$ cat src/rtl/hdmi_packet_pkg.sv
// Shared packet-type codes, source identifiers and info-frame mask indices
// for the HDMI data-island packet scheduler.
package hdmi_packet_pkg;

    localparam int INFO_NUM = 3;

    // Bit positions inside the 3-bit info-frame enable/pending masks
    localparam int INFO_AVI = 0;
    localparam int INFO_AIF = 1;
    localparam int INFO_SPD = 2;

    localparam logic [7:0] TYPE_NULL  = 8'h00;
    localparam logic [7:0] TYPE_ACR   = 8'h01;
    localparam logic [7:0] TYPE_AUDIO = 8'h02;
    localparam logic [7:0] TYPE_AVI   = 8'h82;
    localparam logic [7:0] TYPE_AIF   = 8'h84;
    localparam logic [7:0] TYPE_SPD   = 8'h83;

    typedef enum logic [2:0] {
        SRC_ACR,
        SRC_AUDIO,
        SRC_AVI,
        SRC_AIF,
        SRC_SPD
    } source_e;

    typedef struct packed {
        logic [23:0]       header;
        logic [3:0][55:0]  sub;
        logic [7:0]        ptype;
    } packet_t;

endpackage

$ cat src/rtl/info_frame_tracker.sv
// Per-field info-frame pending flags (set on field end, cleared when sent)
// and a saturating count of fields that ended with frames still unsent.
module info_frame_tracker
    import hdmi_packet_pkg::*;
#(
    parameter logic [INFO_NUM-1:0] INFO_FRAME_ENABLE = 3'b111,
    parameter int                  OVERRUN_WIDTH     = 8
) (
    input  logic                     clk_pixel,
    input  logic                     reset,
    input  logic                     video_field_end,
    input  logic [INFO_NUM-1:0]      sent_mask,
    output logic [INFO_NUM-1:0]      info_pending,
    output logic [OVERRUN_WIDTH-1:0] overrun_count
);

    logic [INFO_NUM-1:0] unsent;

    // A frame going out on this very cycle counts as sent for the overrun test
    assign unsent = info_pending & ~sent_mask & INFO_FRAME_ENABLE;

    always_ff @(posedge clk_pixel) begin
        if (reset) begin
            info_pending  <= '0;
            overrun_count <= '0;
        end else begin
            // NOTE: non-blocking so the flag and counter updates both see the pre-edge flags.
            if (video_field_end && (|unsent) && (overrun_count != '1))
                overrun_count <= overrun_count + 1'b1;
            // Set is OR'd in after the clear, so a coincident field end wins
            info_pending <= (info_pending & ~sent_mask)
                          | (video_field_end ? INFO_FRAME_ENABLE : '0);
        end
    end

endmodule

$ cat src/rtl/packet_scheduler.sv
// Fixed-priority data-island packet selector (ACR > audio > AVI > AIF > SPD > null)
// with a registered output packet and one-cycle consume grants.
module packet_scheduler
    import hdmi_packet_pkg::*;
#(
    parameter logic [INFO_NUM-1:0] INFO_FRAME_ENABLE = 3'b111,
    parameter int                  OVERRUN_WIDTH     = 8
) (
    input  logic                     clk_pixel,
    input  logic                     reset,
    input  logic                     packet_enable,
    input  logic                     video_field_end,
    input  logic                     acr_pending,
    input  logic                     audio_pending,
    input  logic [23:0]              acr_header,
    input  logic [23:0]              audio_header,
    input  logic [23:0]              avi_header,
    input  logic [23:0]              aif_header,
    input  logic [23:0]              spd_header,
    input  logic [3:0][55:0]         acr_sub,
    input  logic [3:0][55:0]         audio_sub,
    input  logic [3:0][55:0]         avi_sub,
    input  logic [3:0][55:0]         aif_sub,
    input  logic [3:0][55:0]         spd_sub,
    output logic [23:0]              header,
    output logic [3:0][55:0]         sub,
    output logic [7:0]               packet_type,
    output logic                     acr_grant,
    output logic                     audio_grant,
    output logic [OVERRUN_WIDTH-1:0] overrun_count
);

    typedef enum logic {IDLE, HOLD} state_e;

    state_e              state;
    packet_t             sel_pkt;
    packet_t             out_pkt;
    source_e             sel_src;
    logic                sel_valid;
    logic [INFO_NUM-1:0] info_pending;
    logic [INFO_NUM-1:0] sent_mask;

    info_frame_tracker #(
        .INFO_FRAME_ENABLE (INFO_FRAME_ENABLE),
        .OVERRUN_WIDTH     (OVERRUN_WIDTH)
    ) u_tracker (
        .clk_pixel       (clk_pixel),
        .reset           (reset),
        .video_field_end (video_field_end),
        .sent_mask       (sent_mask),
        .info_pending    (info_pending),
        .overrun_count   (overrun_count)
    );

    always_comb begin
        // NOTE: every signal gets a default first, so no path can infer a latch.
        sel_pkt   = '0;
        sel_src   = SRC_ACR;
        sel_valid = 1'b0;
        sent_mask = '0;
        if (acr_pending) begin
            sel_valid = 1'b1;
            sel_src   = SRC_ACR;
            sel_pkt   = '{acr_header, acr_sub, TYPE_ACR};
        end else if (audio_pending) begin
            sel_valid = 1'b1;
            sel_src   = SRC_AUDIO;
            sel_pkt   = '{audio_header, audio_sub, TYPE_AUDIO};
        end else if (info_pending[INFO_AVI]) begin
            sel_valid           = 1'b1;
            sel_src             = SRC_AVI;
            sel_pkt             = '{avi_header, avi_sub, TYPE_AVI};
            sent_mask[INFO_AVI] = packet_enable;
        end else if (info_pending[INFO_AIF]) begin
            sel_valid           = 1'b1;
            sel_src             = SRC_AIF;
            sel_pkt             = '{aif_header, aif_sub, TYPE_AIF};
            sent_mask[INFO_AIF] = packet_enable;
        end else if (info_pending[INFO_SPD]) begin
            sel_valid           = 1'b1;
            sel_src             = SRC_SPD;
            sel_pkt             = '{spd_header, spd_sub, TYPE_SPD};
            sent_mask[INFO_SPD] = packet_enable;
        end
    end

    always_ff @(posedge clk_pixel) begin
        if (reset) begin
            state       <= IDLE;
            out_pkt     <= '0;
            acr_grant   <= 1'b0;
            audio_grant <= 1'b0;
        end else begin
            acr_grant   <= packet_enable && sel_valid && (sel_src == SRC_ACR);
            audio_grant <= packet_enable && sel_valid && (sel_src == SRC_AUDIO);
            case (state)
                IDLE: if (packet_enable) begin
                    out_pkt <= sel_pkt;
                    state   <= HOLD;
                end
                HOLD: if (packet_enable) out_pkt <= sel_pkt;
                default: state <= IDLE;
            endcase
        end
    end

    assign header      = out_pkt.header;
    assign sub         = out_pkt.sub;
    assign packet_type = out_pkt.ptype;

endmodule

$ cat config.mk
export PLATFORM = sky130hd
export DESIGN_NAME = packet_scheduler
export DESIGN_NICKNAME = d
export VERILOG_FILES = /design/src/rtl/hdmi_packet_pkg.sv /design/src/rtl/info_frame_tracker.sv /design/src/rtl/packet_scheduler.sv
export SDC_FILE = /design/constraint.sdc
export NUM_CORES = 1
export LEC_CHECK = 0
export CORE_AREA = 4 4 586 588
export CTS_CLUSTER_DIAMETER = 60
export DETAILED_ROUTE_END_ITERATION = 8
export DIE_AREA = 0 0 590 592
export DONT_BUFFER_PORTS = 1
export PLACE_DENSITY_LB_ADDON = 0.15
export SYNTH_ARGS = -nofsm -noshare
export SYNTH_HDL_FRONTEND = slang
export SYNTH_HIERARCHICAL = 1
export SYNTH_SLANG_ARGS = --single-unit
$ cat constraint.sdc
create_clock -name clk_pixel -period 5.7 [get_ports clk_pixel]
set_input_delay 0.57 -clock clk_pixel [delete_from_list [all_inputs] [get_ports clk_pixel]]
set_output_delay 0.57 -clock clk_pixel [all_outputs]
set_load 0.01 [all_outputs]
==> reports/qor.csv <==
stage,metric,value,unit
timing,slew_headroom,-0.1305,
logic_synthesis,yosysWarnings,6,
floorplan,die_x,590,um
clock_network,clk_latency,0.77,ns
placed_design,hpwl,218.5,mm
grt,grt_pass1_wl,325.2,mm
routing,drcViolationCount,0,
clock_network,cts_tree,built,
timing,fmax,0.3098,GHz
timing,final_hold_viol_count,0,
grt,track_usage,0.1451,
logic_synthesis,ys_ff_latch,265,
timing,post-route-period-util,0.5664,
timing,final.setup.tns,0,ns
critical_path,crit_fanout,108,
timing,final.setup_skew,0.04773,ns
timing,setup_ws,2.472,ns
critical_path,rr_startpoint,u_tracker/info_pending[1]$_SDFF_PP0_,
power_and_ir_drop,fin_total_pwr,0.008156,W
floorplan,num_rows,214,
clock_network,cts.sink_count,265,
floorplan,die_h,592,um
timing,worstMarginPinSlew,1.696,ns
logic_synthesis,syn_inst,2415,
min_path,hold_end,sub[44]$_SDFFE_PP0P_,
run,drv_cap,0,
timing,rsz0062_at_grt,no,
logic_synthesis,synth_top_area_share,0.2749,
routing,vias_per_cell,3.578,
routing,wl_per_cell,38.02,um
cells_and_area,fin_util,0.08596,
routing,topRoutingLayerUsed,met5,
routing,wl_met3,41.78,mm
routing,firstDrtPassIters,6,
timing,fin_crit,3.228,ns
clock_network,cts_root_buf,clkbuf_16,
placed_design,place_congestion,0.9455,
timing,timing.final.max_slew_violations,90,
grt,grt_max_degree,501,
critical_path,reg2reg_slack,2.47,ns
cells_and_area,fin_nets,3688,
power_and_ir_drop,ir_worst_vdd,0.1725,mV
clock_network,cts_buffers,72,
critical_path,cp.required,6.38,ns
grt,grt_pass1_vias,24490,
cells_and_area,areaGrowthSynthToFinish,50.74,%
floorplan,num_io_pins,1512,
logic_synthesis,syn-cell-area,19300,um^2
logic_synthesis,synth-edff-count,0,
routing,ant_nets,0,
critical_path,rr_worst_depth,5,
min_path,hold_path.class,primary input to flip-flop,
critical_path,cp.arrival,3.91,ns
placed_design,portBuffers,0,
grt,grt_overflow_total,0,
routing,wl_met1,102.3,mm
cells_and_area,layout_common_cells,"dfxtp_1 (262), dlygate4sd3_1 (262), a21oi_1 (255), inv_1 (252), a211oi_1 (250)",
outcome,status,"finished, violations left",
power_and_ir_drop,p_leak,8.440,nW
cells_and_area,layout-drive-gt1-share,0.06034,
logic_synthesis,synthArstFlopShare,0,
floorplan,start_util,0.05703,
clock_network,cts_max_level,3,
timing,setup_viol,0,
floorplan,die_area,349300,um^2
placed_design,dp_slack,2.891,ns
logic_synthesis,ys_types,43,
logic_synthesis,synth.area.top_cells,"dfxtp_1 (27%), a221o_1 (13%), a221oi_1 (11%)",
routing,wl_met2,114.3,mm
logic_synthesis,ys.flop_type,dfxtp_1,
critical_path,reg2reg_to,sub[74]$_SDFFE_PP0P_,
logic_synthesis,ys_seq_area_frac,0.2749,
grt,antenna_found_initial,271,
routing,first_iter_violations,2256,
logic_synthesis,yosys.area.top_type,dfxtp_1,
floorplan,core_area,338400,um^2
critical_path,end_kind,flip-flop,
logic_synthesis,syn-mean-instance-area,7.992,um^2
min_path,hold_start,audio_sub[44],
clock_network,cts_resized,0,
routing,wl,269.1,mm
clock_network,cts_buffer_depth,4,
min_path,min_path_cells,2,
power_and_ir_drop,power_density,280.3,nW/um^2
routing,num_vias,25330,
outcome,violations,slew limit,
critical_path,crit_type,flip-flop to flip-flop,
clock_network,clk_pin_slew,0.05,ns
critical_path,setup.worst_path.start_class,flip-flop,
-- cell families after synthesis --
logic type,after synthesis,synth area share
muxes,2,0.001102
DFF,265,0.2749
other,1,0.0001943
buffers and inverters,593,0.1232
adders and majority gates,1,0.0006482
AOI/OAI and AO/OA,1260,0.4904
and+or+nand+nor,293,0.1096
-- how the worst max path moves through the flow --
stage	startpoint	to	slack (ns)	cells after the start
finish	u_tracker/info_pending[1]$_SDFF_PP0_	sub[74]$_SDFFE_PP0P_	2.47	5
global placement	packet_enable	sub[74]$_SDFFE_PP0P_	2.83	4
global route	u_tracker/info_pending[2]$_SDFF_PP0_	sub[132]$_SDFFE_PP0P_	2.45	5
CTS	u_tracker/info_pending[2]$_SDFF_PP0_	sub[132]$_SDFFE_PP0P_	2.58	5
detailed placement	packet_enable	sub[160]$_SDFFE_PP0P_	2.89	4
floorplan	audio_pending	u_tracker/overrun_count[4]$_SDFFE_PP0P_	3.24	9
-- state kept, by name, summed over array words and instances, names as in the netlist --
signal,flops
sub,224
header,24
u_tracker/overrun_count,8
packet_type,4
u_tracker/info_pending,3
acr_grant,1
audio_grant,1
-- layout make-up --
| type | instances | area, um^2 |
|---|---|---|
| Clock inverter | 28 | 372.9 |
| Tap cell | 4536 | 5675 |
| Inverter | 253 | 957.2 |
| Sequential cell | 265 | 5316 |
| Multi-Input combinational cell | 1560 | 11640 |
| Antenna cell | 56 | 140.1 |
| Clock buffer | 91 | 1963 |
| Fill cell | 39750 | 309400 |
| Timing Repair Buffer | 289 | 3033 |
-- per-stage QoR --
step	hold WS [ns]	cells	area, um^2
finish	0.09819	7078	29090
global route	0.03133	7046	29010
CTS	0.001243	7022	28950
detailed placement	0.5516	6639	23950
global placement	0.5531	6639	23950
floorplan	0.4900	2418	19310
-- metal layers --
metal / track usage / vias up
met5: 0 / -
met4: 0.04221 / 186
met2: 0.2192 / 1824
met1: 0.1653 / 12820
met3: 0.09700 / 567
li1: - / 9928
-- critical path, cell delays in order (launching register included) --
cell and delay (ns):
dfxtp_4 0.84, buf_12 0.36, a21oi_1 0.38, a221o_1 0.41, a211oi_1 0.24, dlygate4sd3_1 0.61
-- cells in the mapped netlist, types with 3 or more instances --
cell type    n
clkbuf_1   227
buf_2      103
nand3b_1   249
or3_1        3
a221oi_1   248
dfxtp_1    265
nor2_1      12
a211oi_1   250
o21ai_0      3
a21oi_1    255
buf_4        4
a221o_1    248
o22ai_1    248
inv_1      252
nand2_1      9
nor2b_1      3
buf_1        4
-- where the power goes --
part	internal [W]	switching, W	total [W]	leakage (nW)
combinational	0.000604	0.000761	0.00137	5.11
clock	0.00273	0.00156	0.00428	1.14
sequential	0.00200	0.000504	0.00251	2.19
-- repair_timing --
| item | in CTS | in global routing |
|---|---|---|
| setup endpoints to repair | 0 | 0 |
| endpoints found under the hold margin | 244 | 0 |
| buffers inserted | 0 | 0 |
| hold buffers | 264 | 0 |
No activity file was read; power rests on OpenSTA's default activity.
